**src/rtl/fphub_pkg.sv**
```systemverilog
// Shared types for the FPHUB adder arbiter.
// - Default word geometry (1 sign + 8 exponent + 24 mantissa bits).
// - Arbiter FSM state encoding.
package fphub_pkg;

  localparam int unsigned DefaultExpW  = 8;
  localparam int unsigned DefaultMantW = 24;
  localparam int unsigned W            = DefaultExpW + DefaultMantW + 1;

  typedef logic [W-1:0] fphub_word_t;

  typedef enum logic [1:0] {
    StIdle,
    StBusy,
    StResp
  } arb_state_t;

endpackage

```
**src/rtl/fphub_rr_arbiter.sv**
```systemverilog
// Combinational round-robin picker.
// Ports:
//   req_i       requester valid vector
//   ptr_i       highest-priority index this round
//   gnt_o       one-hot grant (first set bit at or after ptr_i, wrapping)
//   gnt_idx_o   encoded index of gnt_o
//   gnt_valid_o any request present
module fphub_rr_arbiter #(
  parameter int unsigned N_REQ = 4,
  parameter int unsigned PtrW  = (N_REQ > 1) ? $clog2(N_REQ) : 1
) (
  input  logic [N_REQ-1:0] req_i,
  input  logic [PtrW-1:0]  ptr_i,
  output logic [N_REQ-1:0] gnt_o,
  output logic [PtrW-1:0]  gnt_idx_o,
  output logic             gnt_valid_o
);

  always_comb begin
    logic        found;
    int unsigned idx;
    found     = 1'b0;
    idx       = 0;
    gnt_o     = '0;
    gnt_idx_o = '0;
    for (int unsigned off = 0; off < N_REQ; off++) begin
      idx = (32'(ptr_i) + off) % N_REQ;
      if (!found && req_i[idx]) begin
        found      = 1'b1;
        gnt_o[idx] = 1'b1;
        gnt_idx_o  = PtrW'(idx);
      end
    end
  end

  assign gnt_valid_o = |req_i;

endmodule

```
**src/rtl/fphub_add_arbiter.sv**
```systemverilog
// Shares one external FPHUB adder between N_REQ requesters, one operation at a time.
// Ports:
//   clk, rst_n            clock, asynchronous active-low reset
//   req_valid/req_ready   request handshake; req_ready is the one-hot grant, only in idle
//   req_x, req_y          packed operand words, slice i = [i*W +: W]
//   rsp_valid/rsp_ready   one-hot response handshake toward the granted requester
//   rsp_z                 captured sum
//   add_x, add_y, add_z   adder operand outputs and sum input
//   busy                  high whenever an operation is in flight or awaiting acceptance
module fphub_add_arbiter
  import fphub_pkg::*;
#(
  parameter int unsigned M       = 24,
  parameter int unsigned E       = 8,
  parameter int unsigned N_REQ   = 4,
  parameter int unsigned ADD_LAT = 1
) (
  input  logic                     clk,
  input  logic                     rst_n,
  input  logic [N_REQ-1:0]         req_valid,
  output logic [N_REQ-1:0]         req_ready,
  input  logic [N_REQ*(E+M+1)-1:0] req_x,
  input  logic [N_REQ*(E+M+1)-1:0] req_y,
  output logic [N_REQ-1:0]         rsp_valid,
  input  logic [N_REQ-1:0]         rsp_ready,
  output logic [E+M:0]             rsp_z,
  output logic [E+M:0]             add_x,
  output logic [E+M:0]             add_y,
  input  logic [E+M:0]             add_z,
  output logic                     busy
);

  localparam int unsigned WordW = E + M + 1;
  localparam int unsigned PtrW  = (N_REQ > 1) ? $clog2(N_REQ) : 1;
  localparam int unsigned CntW  = $clog2(ADD_LAT + 1);

  arb_state_t         state_q, state_d;
  logic [CntW-1:0]    cnt_q, cnt_d;
  logic [PtrW-1:0]    rr_ptr_q, rr_ptr_d;
  logic [PtrW-1:0]    gnt_id_q, gnt_id_d;
  logic [WordW-1:0]   op_x_q, op_x_d;
  logic [WordW-1:0]   op_y_q, op_y_d;
  logic [WordW-1:0]   rsp_z_q, rsp_z_d;

  logic [N_REQ-1:0]   arb_gnt;
  logic [PtrW-1:0]    arb_idx;
  logic               arb_valid;

  fphub_rr_arbiter #(
    .N_REQ (N_REQ),
    .PtrW  (PtrW)
  ) u_rr_arbiter (
    .req_i       (req_valid),
    .ptr_i       (rr_ptr_q),
    .gnt_o       (arb_gnt),
    .gnt_idx_o   (arb_idx),
    .gnt_valid_o (arb_valid)
  );

  always_comb begin
    state_d  = state_q;
    cnt_d    = cnt_q;
    rr_ptr_d = rr_ptr_q;
    gnt_id_d = gnt_id_q;
    op_x_d   = op_x_q;
    op_y_d   = op_y_q;
    rsp_z_d  = rsp_z_q;
    unique case (state_q)
      StIdle: begin
        // req_ready equals the grant here, so any valid request handshakes this edge.
        if (arb_valid) begin
          op_x_d   = req_x[32'(arb_idx)*WordW +: WordW];
          op_y_d   = req_y[32'(arb_idx)*WordW +: WordW];
          gnt_id_d = arb_idx;
          cnt_d    = CntW'(ADD_LAT);
          state_d  = StBusy;
        end
      end
      StBusy: begin
        // Operands reach the adder one edge after the handshake, so the sum is
        // valid ADD_LAT edges later; count down to zero, then capture.
        if (cnt_q == '0) begin
          rsp_z_d = add_z;
          state_d = StResp;
        end else begin
          cnt_d = cnt_q - 1'b1;
        end
      end
      StResp: begin
        if (rsp_ready[gnt_id_q]) begin
          rr_ptr_d = PtrW'((32'(gnt_id_q) + 1) % N_REQ);
          state_d  = StIdle;
        end
      end
      default: state_d = StIdle;
    endcase
  end

  always_ff @(posedge clk or negedge rst_n) begin
    if (!rst_n) begin
      state_q  <= StIdle;
      cnt_q    <= '0;
      rr_ptr_q <= '0;
      gnt_id_q <= '0;
      op_x_q   <= '0;
      op_y_q   <= '0;
      rsp_z_q  <= '0;
    end else begin
      state_q  <= state_d;
      cnt_q    <= cnt_d;
      rr_ptr_q <= rr_ptr_d;
      gnt_id_q <= gnt_id_d;
      op_x_q   <= op_x_d;
      op_y_q   <= op_y_d;
      rsp_z_q  <= rsp_z_d;
    end
  end

  always_comb begin
    rsp_valid = '0;
    if (state_q == StResp) rsp_valid[gnt_id_q] = 1'b1;
  end

  assign req_ready = (state_q == StIdle) ? arb_gnt : '0;
  assign busy      = (state_q != StIdle);
  // Operand registers only load on a handshake, so the adder inputs stay quiet otherwise.
  assign add_x     = op_x_q;
  assign add_y     = op_y_q;
  assign rsp_z     = rsp_z_q;

endmodule
```
**config.mk**
```make
export PLATFORM = sky130hd
export DESIGN_NAME = fphub_add_arbiter
export DESIGN_NICKNAME = d
export VERILOG_FILES = /design/src/rtl/fphub_pkg.sv /design/src/rtl/fphub_rr_arbiter.sv /design/src/rtl/fphub_add_arbiter.sv
export SDC_FILE = /design/constraint.sdc
export NUM_CORES = 1
export LEC_CHECK = 0
export BUFFER_PORTS_ARGS = -buffer_cell sky130_fd_sc_hd__clkbuf_2
export CAP_MARGIN = 20
export CORE_AREA = 8 8 155 157
export DETAILED_ROUTE_END_ITERATION = 8
export DIE_AREA = 0 0 163 165
export PLACE_DENSITY = 0.72
export SKIP_LAST_GASP = 1
export SLEW_MARGIN = 20
export SYNTH_ARGS = -nofsm -noshare
export SYNTH_HDL_FRONTEND = slang
export SYNTH_SLANG_ARGS = --single-unit
```
**constraint.sdc**
```tcl
create_clock -name clk -period 6.5 [get_ports clk]
set_input_delay 0.65 -clock clk [delete_from_list [all_inputs] [get_ports clk]]
set_output_delay 0.65 -clock clk [all_outputs]
set_load 0.01 [all_outputs]
```
==> results.txt, run 1 <==
Overflow after GRT = 0
Flop pwr share = 22.1%
Number of flops mapped to enable cells by yosys = 0
Worst Clk Skew = 0.0141 ns
Die height = 165 µm
Fin. Hold Viols = 0
Drt first pass iters = 4
R2R cell count = 9
Row count = 54
WL met2 = 14,500 µm
Cell count after synthesis = 794
Vias in the first global route = 8,374
RR Startpoint = rr_ptr_q[1]$_DFFE_PN0P_
Multiplexer area fraction after synthesis = 24.3%
Share of layout cells above drive strength 1 = 47.6%
Power, Total = 5.52 mW
# clock sinks = 106
Clock share of power = 10.5%
Post-CTS Setup Repair Bufs = 0
Worst-Margin Slew = 0.975 ns
Syn_area_per_cell = 9.89 µm²
Fmax = 237 MHz
Fraction of the mapped netlist area in adder cells = 1.91%
I/O Buffers = 414
Worst endpoint required time = 6.76 ns
Area growth syn-to-layout = 31.9%
Register area share after synthesis = 33.8%
Psw = 2.61 mW
CTS Buf Count = 9
Skew-Pair Late Insertion Delay = 0.36 ns
Peak VDD IR = 0.202 mV
Initial Util = 36.5%
TritonCTS clock tree = built
Largest net degree at the start of global routing = 87
Period minus WS final = 4.22 ns
Via count = 8,104
Unrepaired setup endpoints after global routing = false
Metal-1 WL = 12,100 µm
Pleak = 5.10 nW
Antenna cell count = 0
Setup TNS = 0 ns
Xor-xnor portion of the synthesized cell area = 0%
Dpl cell area = 10,000 µm²
End of the worst register-to-register path = add_x[1]$_DFFE_PN0P_
Hold_ws = 0.283 ns
Overall die width = 163 µm
Synth Area in Compound Gates = 24.6%
Yosys cell types = 44
Initial antenna violation count = 0
Syn Nets = 1,113
Setup-failing EPs final = 0
Run status = complete, no violations
Synth Warn # = 0
Sw Ratio = 47.3%
Wire length on met3 = 2040 µm
Combinational power share = 67.4%
Largest family of logic cells by synthesized area = compound AO/OA/AOI/OAI gates
DP Cell Count = 1,421
IO Count = 415
Top sig layer = met4
Final non-filler cell total = 1,437
Synth Flop Type = dfrtp_1
Hold Crit Class = in2async
Final design utilization = 48.2%
Clk pin slew, worst setup/hold paths = 0.08 ns
CP Max Fanout = 51
Crit path DAT = 4.48 ns
Post-cts sizing count = 0
HPWL after detailed placement = 22,000 µm
DRC = 0
Power density cells = 533 nW/µm²
Die area = 26,900 µm²
Routed WL per cell = 20.5 µm
Cell Int Power = 2.90 mW
Setup CP Type = reg2reg
Max cap viols = 0
Post-Place Worst Slack = 2.32 ns
Routed Wire Length = 29,500 µm
Worst Setup Start Kind = flop
Antenna-violating nets left = 0
Post-Syn Area = 7850 µm²
Clock root cell = clkbuf_16
Gpl congestion = 0.864
Design Area, Final = 10,400 µm²
Fin crit share = 65.0%
Cts hold-fix bufs = 0
Fraction of registers with async set/reset = 100%
Crit end category = flop
Violation count after the first detailed-route iteration = 517
Simple-gate area share of the yosys netlist = 9.99%
Area of the core = 21,500 µm²
Nets = 1,471
Max_slew headroom = 35.0%
Final WS setup = 2.28 ns
Routed vias/inst = 5.64
Number of H-tree levels = 3
Flop-to-flop setup slack = 2.28 ns
Max-slew violation count = 0
Synthesis-stage register bit count = 106
First-pass GRT wire length = 45,200 µm
Clk buf depth = 2
Total GRT Usage = 20.8%
==> kinds of logic (layout without fill, tap and decap cells) <==
| kind of cell | after synthesis | count (layout) |
|---|---|---|
| flops | 106 | 106 |
| mux | 176 | 176 |
| fa+ha+maj | 12 | 12 |
| compound gates | 266 | 266 |
| simple gates | 146 | 146 |
| buf+inv | 88 | 451 |
==> area by class of cell <==
cell class,count,area [µm²]
Multi-Input combinational cell,600,4830
Sequential cell,106,2650
Timing Repair Buffer,428,2180
Clock buffer,9,225
Fill cell,2052,11100
Tap cell,280,350
Inverter,7,26.3
Clock inverter,7,88.8
==> sequential cells by signal, summed over array words and instances, names as in the netlist <==
| register | flops |
|---|---|
| add_x | 33 |
| state_q | 2 |
| cnt_q | 1 |
| add_y | 33 |
| rr_ptr_q | 2 |
| rsp_z | 33 |
| gnt_id_q | 2 |
==> synthesized netlist by cell type (all sizes together) (2+ instances only) <==
cell type	count	share of area, %
and3	43	3.4
clkbuf	42	2.0
a22oi	4	0.38
mux2	78	11
o22a	8	0.89
nand2	7	0.37
and2	27	2.2
nor2	54	2.6
mux2i	94	12
nand2b	3	0.24
buf	39	3.0
nor2b	2	0.25
inv	7	0.33
o22ai	81	7.3
a221oi	4	0.45
o21ai	6	0.38
mux4	4	1.1
o31ai	2	0.25
ha	12	1.9
nor3	3	0.25
a21oi	24	1.5
a211oi	111	11
or2	2	0.16
dfrtp	106	34
a211o	23	2.6
==> power groups by stage <==
stage | clock network (mW) | logic, mW | registers, mW
finish | 0.580 | 3.72 | 1.22
global placement | 0 | 3.65 | 1.22
floorplan | 0 | 2.58 | 1.33
detailed placement | 0 | 3.74 | 1.23
global route | 0.624 | 4.05 | 1.26
CTS | 0.602 | 3.74 | 1.22
==> metal layers <==
layer / up-vias / GRT usage, %
met5: - / 0
met3: 50 / 4.69
met1: 3916 / 25.1
li1: 3801 / -
met2: 337 / 35.8
met4: 0 / 7.38
==> worst max path at each step <==
stage                                        from                    end  slack (ns)  cells after the start
after floorplan           rr_ptr_q[0]$_DFFE_PN0P_  add_y[10]$_DFFE_PN0P_        3.04                     14
after global placement    rr_ptr_q[0]$_DFFE_PN0P_   add_x[3]$_DFFE_PN0P_        2.24                      8
after detailed placement  rr_ptr_q[1]$_DFFE_PN0P_  add_x[19]$_DFFE_PN0P_        2.32                      9
after CTS                 rr_ptr_q[1]$_DFFE_PN0P_  add_x[20]$_DFFE_PN0P_        2.30                      9
after global routing      rr_ptr_q[1]$_DFFE_PN0P_  add_x[26]$_DFFE_PN0P_        1.98                      9
final                     rr_ptr_q[1]$_DFFE_PN0P_   add_x[1]$_DFFE_PN0P_        2.28                      9
==> worst max-delay path, cell delays in order (launching register included) <==
cell,delay [ns]
dfrtp_1,0.61
inv_1,0.18
ha_1,0.46
mux4_2,0.45
nor2b_4,0.32
or2_4,0.75
buf_4,0.55
o22ai_1,0.16
mux2_2,0.31
a211oi_1,0.21
==> cells in the final DEF (no fill, tap or decap), types with 2 or more instances in the layout <==
cell	Yosys	layout
and2_1	27	27
a221oi_1	4	4
o21ai_0	5	5
dfrtp_1	106	105
nand2b_1	3	3
o22ai_2	10	10
a211oi_1	111	111
clkbuf_16	0	9
o31ai_4	0	2
ha_1	12	12
nand2_1	6	5
mux2i_1	94	94
buf_4	6	14
a21oi_1	24	24
clkinv_8	0	3
inv_8	0	2
a211o_1	23	23
inv_1	6	6
clkbuf_2	0	413
o22ai_1	71	71
and3_1	43	43
mux2_2	78	78
mux4_2	4	4
o22a_1	8	8
inv_6	0	2
a22oi_1	4	4
nand2_2	1	2
nor3_1	2	2
nor2_1	54	52
Note: power is estimated with default switching activity, not from simulation.
==> run 2, diff against run 1 <==
Settings changed: PLACE_DENSITY 0.72 to 0.75.
Clock period 6.5 ns to 3.4 ns, I/O delays scaled along.
==> run 2 against run 1 <==
Net effect: hold slack got worse by 0.29 ns; critical endpoint is now add_y[15]$_DFFE_PN0P_; power is 97% higher; the run now ends with hold timing left; core utilization rose by 0.82 points; combinational power grew 99%; critical path type unchanged; global-route usage up 0.21 points; via count is 0.78% higher; final cell count increased by 0.77%; sequential power increased by 90%; clock-buffer cell count did not move; non-clock buffer count grew 11; critical path depth is the same.
==> results.txt, run 2 (synthesis gave the netlist of run 1 again) <==
Run status = complete, but fails checks
Violated checks = hold timing
Worst Setup Start Kind = flop
Routed vias/inst = 5.64
Psw = 5.06 mW
Violation count after the first detailed-route iteration = 509
Initial antenna violation count = 0
Routed Wire Length = 29,600 µm
Worst endpoint required time = 3.64 ns
Power density cells = 1030 nW/µm²
First-pass GRT wire length = 45,500 µm
Worst Clk Skew = 0.0133 ns
Number of H-tree levels = 3
Cts hold-fix bufs = 0
DRC = 0
Gpl congestion = 0.901
Peak VDD IR = 0.530 mV
Commonest non-fill, non-tap cell in the layout = clkbuf_2
Hold_ws = -0.00598 ns
Clock share of power = 10.2%
Fin. Hold Viols = 2
Total GRT Usage = 21.0%
Fmax = 317 MHz
Crit end category = flop
Overflow after GRT = 0
Fin crit share = 92.8%
Vias in the first global route = 8,577
Combinational power share = 68.4%
CTS Buf Count = 9
TritonCTS clock tree = built
Clk buf depth = 2
Via count = 8,167
Flop pwr share = 21.4%
Routed WL per cell = 20.4 µm
Drt first pass iters = 5
Overall die width = 163 µm
Most frequent cells in the layout = 413 x clkbuf_2, 111 x a211oi_1, 105 x dfrtp_1, 94 x mux2i_1, 78 x mux2_2
Setup-failing EPs final = 0
Post-cts sizing count = 0
Worst-Margin Slew = 0.854 ns
Max_slew headroom = 43.0%
Sw Ratio = 46.6%
Max-slew violation count = 0
Antenna cell count = 0
Initial Util = 36.5%
Period minus WS final = 3.16 ns
Skew-Pair Late Insertion Delay = 0.36 ns
Setup CP Type = reg2reg
Hold Crit Class = in2async
Area growth syn-to-layout = 34.2%
Unrepaired setup endpoints after global routing = false
Die height = 165 µm
Largest net degree at the start of global routing = 58
Max cap viols = 0
I/O Buffers = 414
Clock root cell = clkbuf_16
# clock sinks = 106
Power, Total = 10.8 mW
Clk pin slew, worst setup/hold paths = 0.08 ns
Setup TNS = 0 ns
Crit path DAT = 3.40 ns
IO Count = 415
Share of layout cells above drive strength 1 = 48.1%
CP Max Fanout = 48
Pleak = 5.18 nW
Area of the core = 21,500 µm²
Cell Int Power = 5.79 mW
HPWL after detailed placement = 22,400 µm
Post-CTS Setup Repair Bufs = 0
Antenna-violating nets left = 0
Die area = 26,900 µm²
Row count = 54
Nets = 1,482
## run 2: changes by cell type in the layout (fill, tap and decap cells not counted)
cell,change
clkinv_4,+2
buf_12,+8
buf_6,-1
or4_2,-1
buf_4,+4
or4_4,+1
inv_8,-2
## run 2: per-stage QoR
stage	util, %	setup WS (ns)	instances	instance area, µm²
floorplan	-	0.150	794	7850
global placement	47.6	0.350	1432	10200
detailed placement	47.6	0.286	1432	10200
CTS	49.0	0.288	1448	10500
global route	49.0	0.0654	1448	10500
finish	49.0	0.244	1448	10500
## run 2: power groups by stage
| stage | Combinational [mW] | Sequential (mW) | Clock [mW] |
|---|---|---|---|
| final | 7.42 | 2.32 | 1.11 |
| after global placement | 7.29 | 2.31 | 0 |
| after detailed placement | 7.44 | 2.33 | 0 |
| after global routing | 8.07 | 2.41 | 1.20 |
| after floorplan | 4.93 | 2.55 | 0 |
| after CTS | 7.47 | 2.32 | 1.14 |
## run 2: path summary, 6_finish.rpt
| path | cells past startpoint | to | slack, ns | from |
|---|---|---|---|---|
| max reg2reg | 9 | add_y[15]$_DFFE_PN0P_ | 0.24 | rr_ptr_q[0]$_DFFE_PN0P_ |
| min | 1 | add_x[4]$_DFFE_PN0P_ | -0.006 | rst_n |
| min in group clk | 2 | rsp_z[30]$_DFFE_PN0P_ | 0.21 | add_z[30] |
| min reg2reg | 1 | rsp_z[16]$_DFFE_PN0P_ | 0.51 | rsp_z[16]$_DFFE_PN0P_ |
| max in group asynchronous | 2 | add_x[29]$_DFFE_PN0P_ | 2.60 | rst_n |
| max | 9 | add_y[15]$_DFFE_PN0P_ | 0.24 | rr_ptr_q[0]$_DFFE_PN0P_ |
## run 2: area by class of cell
type | instances | area, µm²
well taps | 280 | 350
inverters | 7 | 26.3
clock buffers | 9 | 225
fillers | 1989 | 11000
multi-input cells | 600 | 4830
repair buffers | 439 | 2360
clock inverters | 7 | 83.8
flip-flops and latches | 106 | 2650
## run 2: worst max-delay path, cell delays in order (launching register included)
cell	delay, ns
dfrtp_2	0.49
inv_2	0.06
ha_1	0.42
mux4_2	0.43
nor2b_4	0.33
or2_4	0.30
buf_12	0.31
mux2i_1	0.24
a21oi_1	0.09
a211o_1	0.31
## run 2: per-layer routing
metal	global-route usage, %	part of all wire (%)	vias up
met3	5.03	6.9	73
li1	-	-	3829
met2	36.7	50	338
met5	0	0	-
met4	9.13	3.5	0
met1	24.1	39	3927
==> run 3, diff against run 2 <==
Settings changed: ABC_AREA from default to 0, BUFFER_PORTS_ARGS -buffer_cell sky130_fd_sc_hd__clkbuf_2 to default, CORE_AREA 8 8 155 157 to 8 8 156 158, DIE_AREA 0 0 163 165 to 0 0 164 166, DONT_BUFFER_PORTS from default to 1, PLACE_DENSITY 0.75 to 0.57.
==> run 3 against run 2 <==
Net effect: the run now ends clean; core utilization decreased by 10 points; sequential cell count unchanged; clock-buffer cell count unchanged; sequential power increased by 18%; critical path type unchanged; highest routed layer unchanged.
==> results.txt, run 3 (synthesis gave the netlist of run 1 again) <==
Slowest stage cell, crit path = o21ai_2
Worst Setup Start Kind = flop
Power density cells = 1180 nW/µm²
DRC = 0
CP Max Fanout = 48
Worst Clk Skew = 0.0102 ns
Die height = 166 µm
Setup TNS = 0 ns
Fmax = 323 MHz
Final design utilization = 38.5%
Violation count after the first detailed-route iteration = 309
Area growth syn-to-layout = 8.41%
Combinational power share = 61.7%
Hold_ws = 0.124 ns
Max cap viols = 0
Dpl cell area = 8160 µm²
Overall die width = 164 µm
Period minus WS final = 3.09 ns
Unrepaired setup endpoints after global routing = false
Pleak = 3.49 nW
Hold Crit Class = in2reg
Vias in the first global route = 6,468
Design Area, Final = 8510 µm²
Sw Ratio = 47.5%
HPWL after detailed placement = 19,800 µm
Nets = 1,074
Post-cts sizing count = 0
Overflow after GRT = 0
I/O Buffers = 0
Clock root cell = clkbuf_16
Clk pin slew, worst setup/hold paths = 0.09 ns
Routed Wire Length = 27,300 µm
Max-slew violation count = 0
Max_slew headroom = 31.7%
Clock share of power = 11.1%
Run status = complete, no violations
Fin crit share = 90.9%
WP buf/inv = 4
Worst endpoint required time = 3.58 ns
Cell Int Power = 5.28 mW
Psw = 4.78 mW
Skew-Pair Late Insertion Delay = 0.36 ns
Flop pwr share = 27.2%
Post-Place Worst Slack = 0.260 ns
Setup-failing EPs final = 0
Share of layout cells above drive strength 1 = 20.1%
Clk buf depth = 2
Slowest stage delay, CP = 0.64 ns
Via count = 6,443
Peak VDD IR = 0.774 mV
Commonest non-fill, non-tap cell in the layout = a211oi_1
Routed vias/inst = 6.17
Initial antenna violation count = 0
Total GRT Usage = 19.1%
Setup CP Type = reg2reg
Gpl congestion = 0.840
Fin. Hold Viols = 0
Routed WL per cell = 26.2 µm
Crit end category = flop
IO Count = 415
Die area = 27,200 µm²
Most frequent cells in the layout = 111 x a211oi_1, 105 x dfrtp_1, 94 x mux2i_1, 78 x mux2_2, 71 x o22ai_1
Cell family with most CP delay = buffers and inverters
CTS Buf Count = 9
Number of H-tree levels = 3
TritonCTS clock tree = built
Largest net degree at the start of global routing = 107
Area of the core = 22,100 µm²
CP cell instances = inv_2 -> buf_4 -> mux2i_1 -> buf_4 -> o21ai_2 -> nand2_2 -> buf_12 -> a211oi_1 -> a211oi_1
Antenna cell count = 0
Worst-Margin Slew = 1.02 ns
Initial Util = 35.5%
Cts hold-fix bufs = 2
Row count = 55
# clock sinks = 106
Antenna-violating nets left = 0
Final WS setup = 0.308 ns
First-pass GRT wire length = 40,700 µm
Drt first pass iters = 4
Crit path DAT = 3.27 ns
Post-CTS Setup Repair Bufs = 0
[run 3: cell types whose count changed in the layout (fill, tap and decap cells not counted), moves of 2 or more]
cell,before,now
clkinv_4,2,0
clkbuf_2,413,0
buf_4,18,23
buf_12,8,6
[run 3: path summary, 6_finish.rpt]
path | from | end | slack [ns] | cells past startpoint
setup / recovery | rr_ptr_q[0]$_DFFE_PN0P_ | add_x[29]$_DFFE_PN0P_ | 0.31 | 9
hold / removal | add_z[31] | rsp_z[31]$_DFFE_PN0P_ | 0.12 | 1
min in group asynchronous | rst_n | rsp_z[9]$_DFFE_PN0P_ | 0.56 | 2
setup reg to reg | rr_ptr_q[0]$_DFFE_PN0P_ | add_x[29]$_DFFE_PN0P_ | 0.31 | 9
max in group asynchronous | rst_n | add_x[18]$_DFFE_PN0P_ | 2.35 | 2
hold reg to reg | cnt_q$_DFFE_PN0P_ | cnt_q$_DFFE_PN0P_ | 0.58 | 2
[run 3: worst reg2reg max path: stages, from the launching register on]
cell,delay [ns]
dfrtp_2,0.42
inv_2,0.06
buf_4,0.55
mux2i_1,0.26
buf_4,0.22
o21ai_2,0.64
nand2_2,0.15
buf_12,0.22
a211oi_1,0.31
a211oi_1,0.08
[run 3: final cells by class]
| type | count | area [µm²] |
|---|---|---|
| clock buffer | 9 | 225 |
| clock inverter | 7 | 86.3 |
| fill | 2180 | 13600 |
| inverter | 7 | 26.3 |
| multi-input combinational | 600 | 4830 |
| sequential | 106 | 2650 |
| tap | 285 | 357 |
| timing repair buffer | 31 | 330 |
[run 3: stage by stage]
| stage | power (mW) | std cells |
|---|---|---|
| floorplan | 7.48 | 794 |
| global placement | 8.94 | 1027 |
| detailed placement | 9.01 | 1027 |
| CTS | 10.2 | 1045 |
| global route | 10.8 | 1045 |
| finish | 10.1 | 1045 |
[run 3: power by group through the flow]
stage,sequential [mW],combinational (mW),clock [mW]
final,2.74,6.20,1.12
after detailed placement,2.79,6.21,0
after CTS,2.77,6.27,1.18
after global routing,2.82,6.78,1.22
after floorplan,2.55,4.93,0
after global placement,2.79,6.16,0
[run 3: layer usage]
layer	global-route usage, %	vias up	wire length, µm
li1	-	3007	-
met5	0	-	0
met3	5.78	21	2500
met2	32.0	257	13500
met1	23.1	3158	10900
met4	5.42	0	420
